$ cat config.mk
export PLATFORM = sky130hd
export DESIGN_NAME = dataplane_axi_lite_regs
export DESIGN_NICKNAME = d
export VERILOG_FILES = /design/src/rtl/dataplane_axi_lite_regs.sv
export SDC_FILE = /design/constraint.sdc
export NUM_CORES = 1
export LEC_CHECK = 0
export CAP_MARGIN = 20
export CORE_ASPECT_RATIO = 0.6
export CORE_MARGIN = 1.5
export CORE_UTILIZATION = 30
export CTS_CLUSTER_DIAMETER = 40
export DETAILED_ROUTE_END_ITERATION = 8
export HOLD_SLACK_MARGIN = 0.05
export PLACE_DENSITY = 0.59
export SYNTH_ARGS = -nofsm -noshare
export SYNTH_HDL_FRONTEND = slang
export SYNTH_SLANG_ARGS = --single-unit
$ cat constraint.sdc
create_clock -name clk -period 5.6 [get_ports clk]
set_input_delay 1.12 -clock clk [delete_from_list [all_inputs] [get_ports clk]]
set_output_delay 1.12 -clock clk [all_outputs]
set_load 0.05 [all_outputs]
$ cat src/rtl/dataplane_axi_lite_regs.sv
// dataplane_axi_lite_regs: AXI4-Lite register bank (ID, CTRL, STATUS, RX_CNT, SCRATCH) for the dataplane
module dataplane_axi_lite_regs #(
  parameter int          ADDR_W  = 32,
  parameter int          DATA_W  = 32,
  parameter logic [31:0] VERSION = 32'h0001_0000
) (
  input  logic              clk,
  input  logic              rst_n,
  input  logic [ADDR_W-1:0] s_axi_awaddr,
  input  logic              s_axi_awvalid,
  output logic              s_axi_awready,
  input  logic [DATA_W-1:0] s_axi_wdata,
  input  logic [3:0]        s_axi_wstrb,
  input  logic              s_axi_wvalid,
  output logic              s_axi_wready,
  output logic [1:0]        s_axi_bresp,
  output logic              s_axi_bvalid,
  input  logic              s_axi_bready,
  input  logic [ADDR_W-1:0] s_axi_araddr,
  input  logic              s_axi_arvalid,
  output logic              s_axi_arready,
  output logic [DATA_W-1:0] s_axi_rdata,
  output logic [1:0]        s_axi_rresp,
  output logic              s_axi_rvalid,
  input  logic              s_axi_rready,
  output logic [3:0]        ctrl_o,
  input  logic [31:0]       status_i,
  input  logic              pkt_i
);
  typedef enum logic {W_IDLE, W_RESP} w_state_t;
  typedef enum logic {R_IDLE, R_DATA} r_state_t;
  w_state_t w_state, w_next;
  r_state_t r_state, r_next;
  logic live, aw_held, w_held, commit, ar_hs, clr, w_ok, w_ctrl, w_scr, rd_err;
  logic [ADDR_W-3:0] wa_q, ra;
  logic [DATA_W-1:0] wdata_q, bmask, scratch, rx_cnt, rd_data;
  logic [3:0] wstrb_q;
  logic unused_addr_lsbs;
  assign unused_addr_lsbs = ^{s_axi_awaddr[1:0], s_axi_araddr[1:0]};
  // live holds the readies low until the first edge after reset
  always_ff @(posedge clk or negedge rst_n)
    if (!rst_n) live <= 1'b0;
    else live <= 1'b1;
  always_ff @(posedge clk or negedge rst_n)
    if (!rst_n) w_state <= W_IDLE;
    else w_state <= w_next;
  always_comb
    w_next = (w_state == W_IDLE) ? ((aw_held && w_held) ? W_RESP : W_IDLE)
                                 : (s_axi_bready ? W_IDLE : W_RESP);
  always_comb begin
    s_axi_awready = live && w_state == W_IDLE && !aw_held;
    s_axi_wready  = live && w_state == W_IDLE && !w_held;
    s_axi_bvalid  = w_state == W_RESP;
    commit        = w_state == W_IDLE && aw_held && w_held;
  end
  always_ff @(posedge clk or negedge rst_n)
    if (!rst_n) begin
      aw_held <= 1'b0;
      w_held  <= 1'b0;
      wa_q    <= '0;
      wdata_q <= '0;
      wstrb_q <= '0;
    end else begin
      if (s_axi_awvalid && s_axi_awready) begin
        aw_held <= 1'b1;
        wa_q    <= s_axi_awaddr[ADDR_W-1:2];
      end else if (commit) aw_held <= 1'b0;
      if (s_axi_wvalid && s_axi_wready) begin
        w_held  <= 1'b1;
        wdata_q <= s_axi_wdata;
        wstrb_q <= s_axi_wstrb;
      end else if (commit) w_held <= 1'b0;
    end
  assign w_ctrl = wa_q == (ADDR_W-2)'(1);
  assign w_scr  = &wa_q;
  assign w_ok   = wa_q <= (ADDR_W-2)'(3) || w_scr;
  assign bmask  = {{8{wstrb_q[3]}}, {8{wstrb_q[2]}}, {8{wstrb_q[1]}}, {8{wstrb_q[0]}}};
  assign clr    = commit && w_ctrl && wstrb_q[3] && wdata_q[31];
  always_ff @(posedge clk or negedge rst_n)
    if (!rst_n) begin
      ctrl_o      <= '0;
      scratch     <= '0;
      rx_cnt      <= '0;
      s_axi_bresp <= 2'b00;
    end else begin
      if (commit && w_ctrl && wstrb_q[0]) ctrl_o <= wdata_q[3:0];
      if (commit && w_scr) scratch <= (scratch & ~bmask) | (wdata_q & bmask);
      if (commit) s_axi_bresp <= w_ok ? 2'b00 : 2'b10;
      rx_cnt <= clr ? '0 : rx_cnt + DATA_W'(pkt_i);
    end
  always_ff @(posedge clk or negedge rst_n)
    if (!rst_n) r_state <= R_IDLE;
    else r_state <= r_next;
  always_comb
    r_next = (r_state == R_IDLE) ? (ar_hs ? R_DATA : R_IDLE)
                                 : (s_axi_rready ? R_IDLE : R_DATA);
  always_comb begin
    s_axi_arready = live && r_state == R_IDLE;
    s_axi_rvalid  = r_state == R_DATA;
    ar_hs         = s_axi_arvalid && s_axi_arready;
  end
  assign ra = s_axi_araddr[ADDR_W-1:2];
  always_comb begin
    rd_data = (ra == (ADDR_W-2)'(0)) ? VERSION
            : (ra == (ADDR_W-2)'(1)) ? {28'd0, ctrl_o}
            : (ra == (ADDR_W-2)'(2)) ? status_i
            : (ra == (ADDR_W-2)'(3)) ? rx_cnt
            : (&ra)                  ? scratch
            : 32'hDEAD_BEEF;
    rd_err  = !(ra <= (ADDR_W-2)'(3) || &ra);
  end
  always_ff @(posedge clk or negedge rst_n)
    if (!rst_n) begin
      s_axi_rdata <= '0;
      s_axi_rresp <= 2'b00;
    end else if (ar_hs) begin
      s_axi_rdata <= rd_data;
      s_axi_rresp <= rd_err ? 2'b10 : 2'b00;
    end
endmodule

# Word level (Yosys, flattened, before mapping)
# Index checks and enable logic that the tools add are counted.
totals:
  ff_bits: 175
  input_bits: 140
  output_inout_bits: 45
  elab_cells: 68
classes:
  addsub: 1
  magnitude_cmp: 2
  n_eq_ne: 4
  n_mux: 17
  bitwise: 6
  reduce_logical: 24
ops:
  columns: ["op", "count"]
  rows:
  - ["2-to-1 mux 32 bit", 6]
  - ["AND 32 bit", 2]
  - ["== test 30 x 1 -> 1 bit (second input constant)", 2]
  - ["== test 30 x 2 -> 1 bit (second input constant)", 2]
  - ["less-or-equal comparator 30 x 2 -> 1 bit (second input constant)", 2]
  - ["AND reduction 30 bit", 2]
  - ["adder 32 x 1 -> 32 bit", 1]
  - ["NOT 32 bit", 1]
  - ["OR 32 bit", 1]
  - ["zero test 30 bit", 1]
  - ["logical AND 1 bit", 15]
  - ["2-to-1 mux 1 bit", 9]
  - ["2-to-1 mux 2 bit", 2]
  - ["nonzero test 2 bit", 2]
  - ["zero test 1 bit", 2]
  - ["logical OR 1 bit", 2]
  - ["NOT 1 bit", 2]

# Depth between registers and ports, before layout
depth:
  ltp_word: 7
  mapped_depth: 7
  mapped_depth_nobuf: 7

# Least setup slack after synthesis
# No wires, ideal clock.
synth_timing:
  path_type: "register to register"
  from: "register w_state (netlist: s_axi_bvalid)"
  to: "register wdata_q[10]"
  setup_time_ps: 125
  arrival_ps: 2594
  required_time_ps: 5475
  slack_ps: 2881
  stages_incl_launch_ff: 8
  n_path_buf: 2
  period_less_slack_ps: 2719
  path_cell_list: "dfrtp_1 inv_1 nand2_1 nor2_1 and2_1 clkbuf_1 buf_2 mux2_2"
synth_via:
  elab_chain_len: 4
synth_rtl:
  columns: ["element", "line", "rtl"]
  rows:
  - ["start, declared", "32", "w_state_t w_state, w_next;"]
  - ["start signal, assigned", "46", "else w_state <= w_next;"]
  - ["NOT 1 bit", "52", "s_axi_wready = live && w_state == W_IDLE && !w_held;"]
  - ["logical AND 1 bit (2 in series)", "52", null]
  - ["named net s_axi_wready", "15", "output logic s_axi_wready,"]
  - ["logical AND 1 bit", "68", "if (s_axi_wvalid && s_axi_wready) begin"]
  - ["end signal, assigned", "70", "wdata_q <= s_axi_wdata;"]
  - ["end, declared", "36", "logic [DATA_W-1:0] wdata_q, bmask, scratch, rx_cnt, rd_data;"]
# The timed path passes the listed nets, and every way through them passes these cells.
# A chain may end at the register's enable or synchronous reset.

# Worst setup path after layout
layout_timing:
  from: "input s_axi_araddr[2]"
  to: "register s_axi_rdata[0]"
layout_via:
  elab_chain_len: 6
  elab_cells_between_ends: 10
  classes_between: "3 x eq/ne; 5 x mux; 2 x reduce/logical"
layout_rtl:
  columns: ["element", "line", "rtl"]
  rows:
  - ["start, declared", "19", "input logic [ADDR_W-1:0] s_axi_araddr,"]
  - ["AND reduction 30 bit", "108", ": (&ra) ? scratch"]
  - ["2-to-1 mux 32 bit", "108", null]
  - ["2-to-1 mux 32 bit", "107", ": (ra == (ADDR_W-2)'(3)) ? rx_cnt"]
  - ["2-to-1 mux 32 bit", "106", ": (ra == (ADDR_W-2)'(2)) ? status_i"]
  - ["2-to-1 mux 32 bit", "105", ": (ra == (ADDR_W-2)'(1)) ? {28'd0, ctrl_o}"]
  - ["2-to-1 mux 32 bit *", "104", "rd_data = (ra == (ADDR_W-2)'(0)) ? VERSION"]
  - ["end signal, assigned", "117", "s_axi_rdata <= rd_data;"]
  - ["end, declared", "22", "output logic [DATA_W-1:0] s_axi_rdata,"]
# Mark *: on every way between the ends. The rest lies on a longest branch, timed or not.

==> results.tsv <==
stage	metric	value	unit
sta	finalCriticalPeriod	3.535	ns
layout	n_fill_cell	2484	
cts	postCtsSetupBuffers	0	
power_and_ir_drop	pwr-share-comb	0.217	
drt	drc_errors	0	
sta	final.setup.tns	0	ns
setup_path	cp-start-kind	input pin	
sta	fmax	282.9	MHz
power_and_ir_drop	clock_power_share	0.313	
floorplanning	dieArea	0.02724	mm^2
floorplanning	num_io_pins	185	
global_route	grt_pass1_vias	6058	
sta	rsz0062_at_grt	no	
power_and_ir_drop	seqPwrFrac	0.469	
sta	fin_crit_sh	0.6313	
synth	synth_mux_area_frac	0.1508	
cts	clkSlewWorstSetupHoldPaths	0.07	ns
sta	clock-skew-final	0.007947	ns
min_path	min_from	wdata_q[6]	
layout	register_area	0.004329	mm^2
global_route	gr-total-overflow	0	
cts	clockBufferDepth	2	
drt	drt-initial-drc-count	273	
drt	viasPerCell	4.941	
drt	wl_per_cell	19.50	um
synth	synthAdderAreaFrac	0.003181	
setup_path	arrival	3.84	ns
sta	max-slew-margin-rel	0.3490	
floorplanning	fp.dieH	128.4	um
drt	first_pass_iters	5	
cts	cts-htree-levels	4	
layout	layout-drive-gt1-share	0.1738	
synth	synth_area_per_cell	11.54	um^2
setup_path	worstRegToRegCells	5	
global_route	grt_pass1_wl	36.51	mm
floorplanning	die_w	212.1	um
floorplanning	initial_core_util	0.3085	
run	maxCapViolCount	0	
sta	setup_violations	0	
power_and_ir_drop	p_total	3.857	mW
placement	gp_congestion	0.8327	
placement	port_buffers	178	
synth	syn_area	0.007868	mm^2
cts	cts_repair_resize_count	0	
synth	synth-edff-count	0	
layout	final_common_cell	clkdlybuf4s50_1	
setup_path	crit_fanout	40	
cts	clkSinkCount	173	
synth	ys_async_sr_fraction	1.000	
cts	root_buffer	clkbuf_16	
synth	synth_compound_gate_area_share	0.1046	
placement	postPlaceCellArea	0.01002	mm^2
floorplanning	design.core.area	0.02551	mm^2
cts	worstSkewPairLatency	0.43	ns
setup_path	criticalPathCategory	in2reg	
sta	tightest_slew	0.9766	ns
layout	final_nets	993	
setup_path	crit_required	5.90	ns
drt	wirelength	23.71	mm
synth	synth_xor_xnor_area_share	0.02894	
layout	finalInstanceArea	0.01061	mm^2
synth	synth_top_family_by_area	multiplexers	
power_and_ir_drop	intPower	2.687	mW
layout	layout_common_cells	clkdlybuf4s50_1, dfrtp_1, mux2_2	
cts	cts_tree	done	
synth	synthFlopType	dfrtp_1	
sta	hold_viol_final	0	
synth	synth_seq_area_share	0.5503	
global_route	grt_start_max_net_pins	103	
layout	multiInputGateArea	0.003367	mm^2
setup_path	reg2reg_from	wa_q[28]	
run_status	outcome	complete, no violations	
power_and_ir_drop	max-vdd-ir-drop	0.2751	mV
min_path	min_path_cells	1	
power_and_ir_drop	swShare	0.3034	
synth	yosys.cell_types.count	45	
global_route	track_usage	0.1797	
synth	yosys_warnings	0	
power_and_ir_drop	leakagePower	4.513	nW
synth	ys_ff_latch	173	
cts	cts-hold-fix-buffers	0	
power_and_ir_drop	p_sw	1.170	mW
synth	synth_cells	682	
synth	synthSimpleGateAreaFrac	0.1388	
cts	numCtsBuffers	17	
setup_path	regToRegSetupSlack	3.33	ns
setup_path	cp-end-kind	register	
placement	hpwl	17.28	mm
sta	slew_violations	0	
global_route	antenna_found_initial	0	
min_path	holdCritPathClass	reg2reg	
layout	syn_to_final_growth	34.86	%
drt	ant_nets	0	
floorplanning	floorplan.rows	45	
drt	vias	6008	
sta	hold_ws	0.4832	ns
power_and_ir_drop	power_density	363.5	mW/mm^2
[logic make-up after synthesis]
kind of cell	Yosys count
adders and majority gates	2
other	2
buffers and inverters	44
xor gates and xnor gates	26
DFF	173
muxes	102
AOI/OAI and AO/OA	129
and+or+nand+nor	204
[layer usage]
metal	GRT usage	part of all wire
met3	0.04125	0.067
met1	0.2752	0.51
met5	0	0
met4	0.03824	0.0059
met2	0.2550	0.41
[per-stage QoR]
| step | std cells | setup WS, ns | utilization |
|---|---|---|---|
| finish | 1216 | 2.065 | 0.4160 |
| global route | 1215 | 1.834 | 0.4159 |
| CTS | 1215 | 1.985 | 0.4159 |
| detailed placement | 1184 | 1.526 | 0.3927 |
| global placement | 1184 | 1.636 | 0.3927 |
| floorplan | 683 | 2.881 | - |
[power groups by stage]
stage | sequential [mW] | combinational [mW] | clock (mW)
after floorplan | 1.86 | 0.453 | 0
after global placement | 1.83 | 0.830 | 0
after detailed placement | 1.83 | 0.848 | 0
after CTS | 1.81 | 0.851 | 1.24
after global routing | 1.86 | 0.914 | 1.29
final | 1.81 | 0.839 | 1.21
[how the worst max path moves through the flow]
| stage | from | to | slack [ns] |
|---|---|---|---|
| 4_1_cts | s_axi_araddr[2] | s_axi_rdata[21] | 1.99 |
| 3_3_place_gp | s_axi_araddr[2] | s_axi_rdata[21] | 1.64 |
| 3_5_place_dp | s_axi_araddr[2] | s_axi_rdata[21] | 1.53 |
| 5_1_grt | s_axi_araddr[2] | s_axi_rdata[3] | 1.83 |
| 2_1_floorplan | s_axi_bvalid | wdata_q[10] | 2.88 |
| 6_report | s_axi_araddr[2] | s_axi_rdata[0] | 2.06 |
[critical path: stages]
cell and delay (ns):
clkdlybuf4s50_1 0.46, buf_4 0.39, nand2_1 0.10, nor4_1 0.51, nand2_1 0.70, o22ai_1 0.43, a21oi_1 0.11
[cell type report]
cell class	instances	share of cell area
Clock buffer	19	0.04269
Sequential cell	173	0.4080
Tap cell	352	0.04151
Antenna cell	1	0.0002358
Multi-Input combinational cell	466	0.3173
Clock inverter	12	0.01297
Timing Repair Buffer	189	0.1758
Inverter	4	0.001415
[synth_stat cells, drive strengths merged (11+ instances only)]
master	number	area share
a21oi	21	0.013
and2	11	0.0087
clkbuf	32	0.015
dfrtp	173	0.55
mux2	102	0.15
nand2	50	0.028
nand3	19	0.012
nand4	33	0.026
nor2	36	0.017
nor2b	14	0.011
nor4	16	0.013
o21ai	36	0.023
o22ai	23	0.018
xor2	19	0.021
No activity file was read; power rests on OpenSTA's default activity.
